**config.mk**
```make
export PLATFORM = sky130hd
export DESIGN_NAME = spd_divider
export DESIGN_NICKNAME = d
export VERILOG_FILES = /design/src/rtl/spd_divider.sv
export SDC_FILE = /design/constraint.sdc
export NUM_CORES = 1
export LEC_CHECK = 0
export CORE_MARGIN = 10
export CORE_UTILIZATION = 60
export CTS_BUF_LIST = sky130_fd_sc_hd__clkbuf_16
export CTS_CLUSTER_DIAMETER = 50
export DETAILED_ROUTE_END_ITERATION = 7
export PLACE_DENSITY = 0.89
export SYNTH_ARGS = -nofsm -noshare
export SYNTH_HDL_FRONTEND = slang
export SYNTH_SLANG_ARGS = --single-unit
```
**constraint.sdc**
```tcl
create_clock -name clk -period 3.25 [get_ports clk]
set_clock_uncertainty 0.05 [all_clocks]
set_input_delay 0.975 -clock clk [delete_from_list [all_inputs] [get_ports clk]]
set_output_delay 0.975 -clock clk [all_outputs]
set_load 0.005 [all_outputs]
```
**src/rtl/spd_divider.sv**
```systemverilog
// spd_divider: signed sequential restoring divider.
//
// Divides a 2W-bit signed dividend by a W-bit signed divisor. The quotient is
// truncated toward zero, and the remainder takes the sign of the dividend.
// Operands are converted to magnitudes when start is accepted. One restoring
// step is then performed per clock, MSB first, for 2W clocks. A final FIX cycle
// restores the signs, flags overflow and pulses done.
//
// Build option: define DIV_SAT_EN to saturate quot on overflow. With
// DIV_SAT_EN undefined, quot is the low W bits of the true quotient
// (wrap-around). The ovf flag behaves the same in both builds.
//
// state | meaning
// ------+----------------------------------------------------------------
// IDLE  | waiting for start; outputs hold the last result
// CALC  | 2W restoring shift-subtract steps, one per clock
// FIX   | first cycle: sign-correct and write results, done=1;
//       | second cycle: drop done/busy and return to IDLE
module spd_divider #(
    parameter int W = 8
) (
    input  logic             clk,
    input  logic             rst,
    input  logic             start,
    input  logic [2*W-1:0]   dividend,
    input  logic [W-1:0]     divisor,
    output logic [W-1:0]     quot,
    output logic [W-1:0]     rem,
    output logic             done,
    output logic             busy,
    output logic             sign_flag,
    output logic             ovf,
    output logic             dbz
);

    localparam int CW = $clog2(2 * W);
    localparam logic [CW-1:0] LAST_STEP = CW'(2 * W - 1);

    // Largest quotient magnitudes that still fit in W signed bits.
    localparam logic [2*W-1:0] LIM_NEG = {{W{1'b0}}, 1'b1, {(W-1){1'b0}}};
    localparam logic [2*W-1:0] LIM_POS = LIM_NEG - 1'b1;
    localparam logic [W-1:0]   SAT_POS = {1'b0, {(W-1){1'b1}}};
    localparam logic [W-1:0]   SAT_NEG = {1'b1, {(W-1){1'b0}}};

    typedef enum logic [1:0] {
        IDLE = 2'd0,
        CALC = 2'd1,
        FIX  = 2'd2
    } state_t;

    state_t         state;
    logic [2*W-1:0] shreg;      // dividend bits shift out, quotient bits shift in
    logic [W-1:0]   part;       // partial remainder magnitude
    logic [W-1:0]   dvs_mag;
    logic           neg_dvd;
    logic           neg_q;
    logic           zero_div;
    logic [CW-1:0]  cnt;

    logic [2*W-1:0] dvd_abs;
    logic [W-1:0]   dvs_abs;
    logic [W:0]     shifted;
    logic           take_sub;
    logic [W-1:0]   next_part;
    logic [W-1:0]   q_wrap;
    logic           ovf_c;
    logic [W-1:0]   quot_c;
    logic [W-1:0]   rem_c;

    // Operand magnitudes, the restoring step and the sign/overflow fix-up.
    always_comb begin
        dvd_abs   = dividend[2*W-1] ? -dividend : dividend;
        dvs_abs   = divisor[W-1]    ? -divisor  : divisor;

        // The partial remainder is always below |divisor| <= 2^(W-1), so
        // after the shift it fits in W+1 bits. The difference fits in W bits.
        shifted   = {part, shreg[2*W-1]};
        take_sub  = (shifted >= {1'b0, dvs_mag});
        next_part = take_sub ? (shifted[W-1:0] - dvs_mag) : shifted[W-1:0];

        // The low W bits of a negation depend only on the low W bits of the
        // operand.
        q_wrap    = neg_q ? -shreg[W-1:0] : shreg[W-1:0];
        ovf_c     = neg_q ? (shreg > LIM_NEG) : (shreg > LIM_POS);
`ifdef DIV_SAT_EN
        quot_c    = ovf_c ? (neg_q ? SAT_NEG : SAT_POS) : q_wrap;
`else
        quot_c    = q_wrap;
`endif
        rem_c     = neg_dvd ? -part : part;
    end

    // Control FSM with registered datapath and result outputs.
    always_ff @(posedge clk or negedge rst) begin
        if (!rst) begin
            state     <= IDLE;
            shreg     <= '0;
            part      <= '0;
            dvs_mag   <= '0;
            neg_dvd   <= 1'b0;
            neg_q     <= 1'b0;
            zero_div  <= 1'b0;
            cnt       <= '0;
            quot      <= '0;
            rem       <= '0;
            done      <= 1'b0;
            busy      <= 1'b0;
            sign_flag <= 1'b0;
            ovf       <= 1'b0;
            dbz       <= 1'b0;
        end else begin
            case (state)
                IDLE: begin
                    if (start) begin
                        shreg    <= dvd_abs;
                        dvs_mag  <= dvs_abs;
                        part     <= '0;
                        neg_dvd  <= dividend[2*W-1];
                        neg_q    <= dividend[2*W-1] ^ divisor[W-1];
                        zero_div <= (divisor == '0);
                        cnt      <= '0;
                        busy     <= 1'b1;
                        state    <= (divisor == '0) ? FIX : CALC;
                    end
                end
                CALC: begin
                    shreg <= {shreg[2*W-2:0], take_sub};
                    part  <= next_part;
                    cnt   <= cnt + CW'(1);
                    if (cnt == LAST_STEP) begin
                        state <= FIX;
                    end
                end
                FIX: begin
                    if (!done) begin
                        done      <= 1'b1;
                        sign_flag <= neg_q;
                        dbz       <= zero_div;
                        if (zero_div) begin
                            quot <= '0;
                            rem  <= '0;
                            ovf  <= 1'b0;
                        end else begin
                            quot <= quot_c;
                            rem  <= rem_c;
                            ovf  <= ovf_c;
                        end
                    end else begin
                        done  <= 1'b0;
                        busy  <= 1'b0;
                        state <= IDLE;
                    end
                end
                default: state <= IDLE;
            endcase
        end
    end

endmodule
```
### Word level (Yosys, flattened, before mapping)

Index checks and enable logic that the tools add are counted.
Widths: inputs -> output; s select.

* add/subtract/negate cells: 6
* order comparisons: 3
* equal/unequal tests: 6
* muxes and demuxes: 24
* bitwise logic cells: 2
* reductions and logical operators: 9

Operators with widths (count)
* $mux 8: 7
* $mux 16: 2
* $pmux 16 s2: 1
* $neg 8->8: 3
* $gt 16x7->1 const B: 1
* $gt 16x8->1 const B: 1
* $neg 16->16: 1
* $pmux 8 s2: 1
* $ge 9x8->1: 1
* $logic_not 8->1: 1
* $mux 2: 4
* $pmux 4 s2: 1
* $sub 8x8->8: 1
* $ne 2x2->1 const B: 3
* $pmux 2 s3: 1
* $reduce_and 2->1: 3
* $reduce_and 3->1: 2
* $mux 1: 5
* $add 4x1->4 const B: 1
* $eq 4x4->1 const B: 1
* $mux 4: 1
* $reduce_bool 2->1: 2
* $eq 2x1->1 const B: 1
* $eq 2x2->1 const B: 1
* 4 further kinds: 4

* bits in registers: 62
* output and inout port bits: 21
* logic and storage cells: 65

### Longest topological paths before layout

* word-level depth: 4
* mapped depth: 9

### Worst setup path before layout

No wires, ideal clock.

* kind: input-to-reg
* start point: input port dividend[0]
* end point: register shreg[12]
* data arrival time: 2590 ps
* path slack: 480 ps
* cell stages on the path: 7
* buffers on the path: 0
* cell sequence: inv_1 > ha_1 > or3b_2 > or4_4 > o31ai_1 > xor2_1 > o21ai_0

* cells in the longest elaborated chain, start to end: 4

Ends and longest elaborated chain
* start: declaration: RTL line 25 `input logic [2*W-1:0] dividend,`
* $neg 16->16: RTL line 72 `dvd_abs = dividend[2*W-1] ? -dividend : dividend;`
* $mux 16: RTL line 72
* $mux 16: RTL line 114 `if (start) begin`
* $pmux 16 s2: RTL line 112 `case (state)`
* end signal: assignment: RTL line 115 `shreg <= dvd_abs;`
* end signal: assignment: RTL line 127 `shreg <= {shreg[2*W-2:0], take_sub};`
* end: declaration: RTL line 52 `logic [2*W-1:0] shreg;`

No other way between the ends. The select of a mux whose other input is x is not followed.
A chain may end at the register's enable or synchronous reset.

### Final worst setup path

* start point: input port dividend[1]
* end point: register shreg[12]

The elaborated chain is that of the path after synthesis.

==> qor.yml <==
outcome: "complete, no violations"
cp_max_fo: 3
reg2reg_depth: 6
synth_edf_count: 0
place.detailed.hpwl_um: 6610
cts_hold_buf: 0
setup_tns_ns: 0
gp_congestion: 0.909
die_h_um: 98.5
seq_power_share: 0.336
number_of_buffers_on_the_longest_clock_path: 2
power.net_switching_mw: 1.81
cts_root_buffer: "sky130_fd_sc_hd__clkbuf_16"
timing.hold.worst.class: "flip-flop to flip-flop"
clock_tree_from_tritoncts: "done"
avgViaCountPerCell: 5.99
min_path_cells: 1
slew_viol_final: 0
ant_nets: 0
grt_pass1_vias: 3149
drt_drc_violations_left: 0
areaGrowthSynthToFinish_pct: 22.9
drt_first_iter_violations: 272
clock_insertion_delay_worst_skew_ns: 0.33
synth_seq_area_share: 0.419
worst_path_largest_cell_delay_ns: 0.51
synth.top_cell.area_share: 0.419
drt_wl_total_um: 8600
clkSinkCount: 62
min_period_over_period: 0.916
final_cell_mix: "sky130_fd_sc_hd__nand2_1, sky130_fd_sc_hd__dfrtp_1, sky130_fd_sc_hd__clkdlybuf4s50_1"
track_usage: 0.179
fmax_ghz: 0.336
timing.critical_path.from_type: "input port"
placement.io_buffers: 47
finalCriticalPeriod_ns: 2.98
timing_worst_setup_path_type: "input port to flip-flop"
synth_area_mm2: 0.00370
synth_register_bits: 62
post-layout-total-power_mw: 4.42
required_ns: 3.40
grt_max_degree: 27
floorplan.core_area_mm2: 0.00596
timing.critical_path.slowest_stage_cell: "sky130_fd_sc_hd__or4_4"
die_area_mm2: 0.00970
regToRegSetupSlack_ns: 0.63
grt_pass1_wl_um: 14600
maxSlewHeadroom: 0.555
post-route-util: 0.763
synth.distinct_cells: 51
min_to: "ovf"
postCtsSetupBuffers: 0
critical_path_cell_sequence: "clkdlybuf4s50_1 -> inv_1 -> ha_1 -> or3b_2 -> or4_4 -> o31ai_1 -> xor2_1 -> o21ai_0"
drt-wirelength-per-cell_um: 16.0
critical_path.reg2reg.startpoint: "part[0]"
htreeDepth: 3
postCtsResizedCells: 0
timing_worst_slew_pin_value_ns: 0.660
grt_antenna_before_repair: 0
crit_path_start: "dividend[1]"
timing.rr.end: "part[3]"
synth_warnings: 0
syn_area_per_cell_um2: 9.22
final_layout_size_suffix_gt1_frac: 0.104
max-cap-violations: 0
row_count: 28
report.final.setup_viol: 0
clk_transition_reported_paths_ns: 0.06
p_leak_nw: 1.96
timing.critical_path.arrival_ns: 3.12
rsz0062_at_grt: "false"
post_synth_main_area_contributors: "sky130_fd_sc_hd__dfrtp_1, sky130_fd_sc_hd__nand2_1, sky130_fd_sc_hd__o21ai_0"
power_per_cell_area_mw_per_mm2: 972
chipWidth_um: 98.5
comb_power_share: 0.467
power_switching_share: 0.409
worst_min_path_start: "ovf"
synth_fp_nets: 442
dr.pass1.iters: 4
final_net_count: 497
cp-end-kind: "flip-flop"
ys.flop_type: "sky130_fd_sc_hd__dfrtp_1"
pin_count: 48
asyncSetResetFlopFracSynth: 1.00
power.internal_mw: 2.61
initial_utilization: 0.621
cts_buffers: 9
hold_viol_final: 0
vdd_drop_max_mv: 0.523
diodes: 0
grt_overflow: 0
num_vias: 3213
power.clock.fraction: 0.197
netlist_instances: 401
yosysTopAreaCell: "sky130_fd_sc_hd__dfrtp_1"
## Yosys cell counts (4+ instances only)
library cell / number
sky130_fd_sc_hd__o21ai_0: 43
sky130_fd_sc_hd__dfrtp_1: 62
sky130_fd_sc_hd__nand2b_1: 5
sky130_fd_sc_hd__nor2_1: 11
sky130_fd_sc_hd__mux2_2: 4
sky130_fd_sc_hd__xnor2_1: 11
sky130_fd_sc_hd__nor3_1: 4
sky130_fd_sc_hd__inv_1: 24
sky130_fd_sc_hd__nor2b_1: 6
sky130_fd_sc_hd__nand2_1: 62
sky130_fd_sc_hd__or3_1: 6
sky130_fd_sc_hd__ha_1: 13
sky130_fd_sc_hd__clkbuf_1: 17
sky130_fd_sc_hd__o31ai_1: 19
sky130_fd_sc_hd__a22oi_1: 15
sky130_fd_sc_hd__nand3_1: 7
sky130_fd_sc_hd__a21oi_1: 10
sky130_fd_sc_hd__a32oi_1: 5
sky130_fd_sc_hd__o211ai_1: 6
sky130_fd_sc_hd__xor2_1: 23
## state kept, by name, summed over array words and instances, names as in the netlist, 2 cells and up
signal / count
cnt: 4
dvs_mag: 8
part: 8
quot: 8
rem: 8
shreg: 16
state: 2
## worst max path at each step
stage | slack, ns | to | depth (start not counted)
after CTS | 0.28 | shreg[12] | 8
after global routing | 0.15 | shreg[12] | 8
final | 0.27 | shreg[12] | 8
after floorplan | 0.48 | shreg[12] | 7
after global placement | -0.009 | shreg[12] | 8
after detailed placement | -0.08 | shreg[12] | 8
## power groups by stage
stage | Combinational [mW] | Sequential [mW] | Clock [mW]
2_1_floorplan | 1.52 | 1.36 | 0
3_3_place_gp | 1.96 | 1.47 | 0
3_5_place_dp | 2.05 | 1.49 | 0
5_1_grt | 2.34 | 1.55 | 0.913
6_report | 2.06 | 1.49 | 0.872
4_1_cts | 2.06 | 1.48 | 0.876
## routing by layer
layer  up-vias  GRT usage  routed length (um)
li1       1560          -                   -
met1      1500      0.224                3640
met2       127      0.282                4070
met3        26     0.0447                 640
met4         0     0.0882                 253
met5         -          0                   0
## worst max-delay path, delay by kind of cell
| kind | cells | cell delay (ns) |
|---|---|---|
| buf+inv | 2 | 0.51 |
| simple gates | 2 | 0.99 |
| xor+xnor | 1 | 0.16 |
| compound gates | 2 | 0.34 |
| fa+ha+maj | 1 | 0.15 |
## kinds of logic (layout without fill, tap and decap cells)
family                   Yosys count  in the layout  share of synthesized area
multiplexers                       7              7                     0.0203
adder cells (fa/ha/maj)           14             14                     0.0494
XOR/XNOR                          34             34                     0.0805
flip-flops                        62             62                      0.419
buffers and inverters             45            105                     0.0575
AO/OA/AOI/OAI                    120            120                      0.218
AND/OR/NAND/NOR                  119            119                      0.155
## metrics by stage
stage	cells	hold slack [ns]	instance area, um^2	setup slack [ns]
after floorplan	401	0.393	3700	0.480
after global placement	520	0.412	4270	-0.00918
after detailed placement	520	0.415	4270	-0.0821
after CTS	536	0.427	4550	0.279
after global routing	536	0.447	4550	0.150
final	536	0.422	4550	0.273
## area by class of cell
cell class                 count  area (um^2)
tap                           75         93.8
sequential                    62         1550
multi-input combinational    294         1930
fill                         413         1410
inverter                      24         90.1
timing repair buffer          65          601
clock inverter                 7         51.3
clock buffer                   9          225
Power figures use the tool's default switching activity.
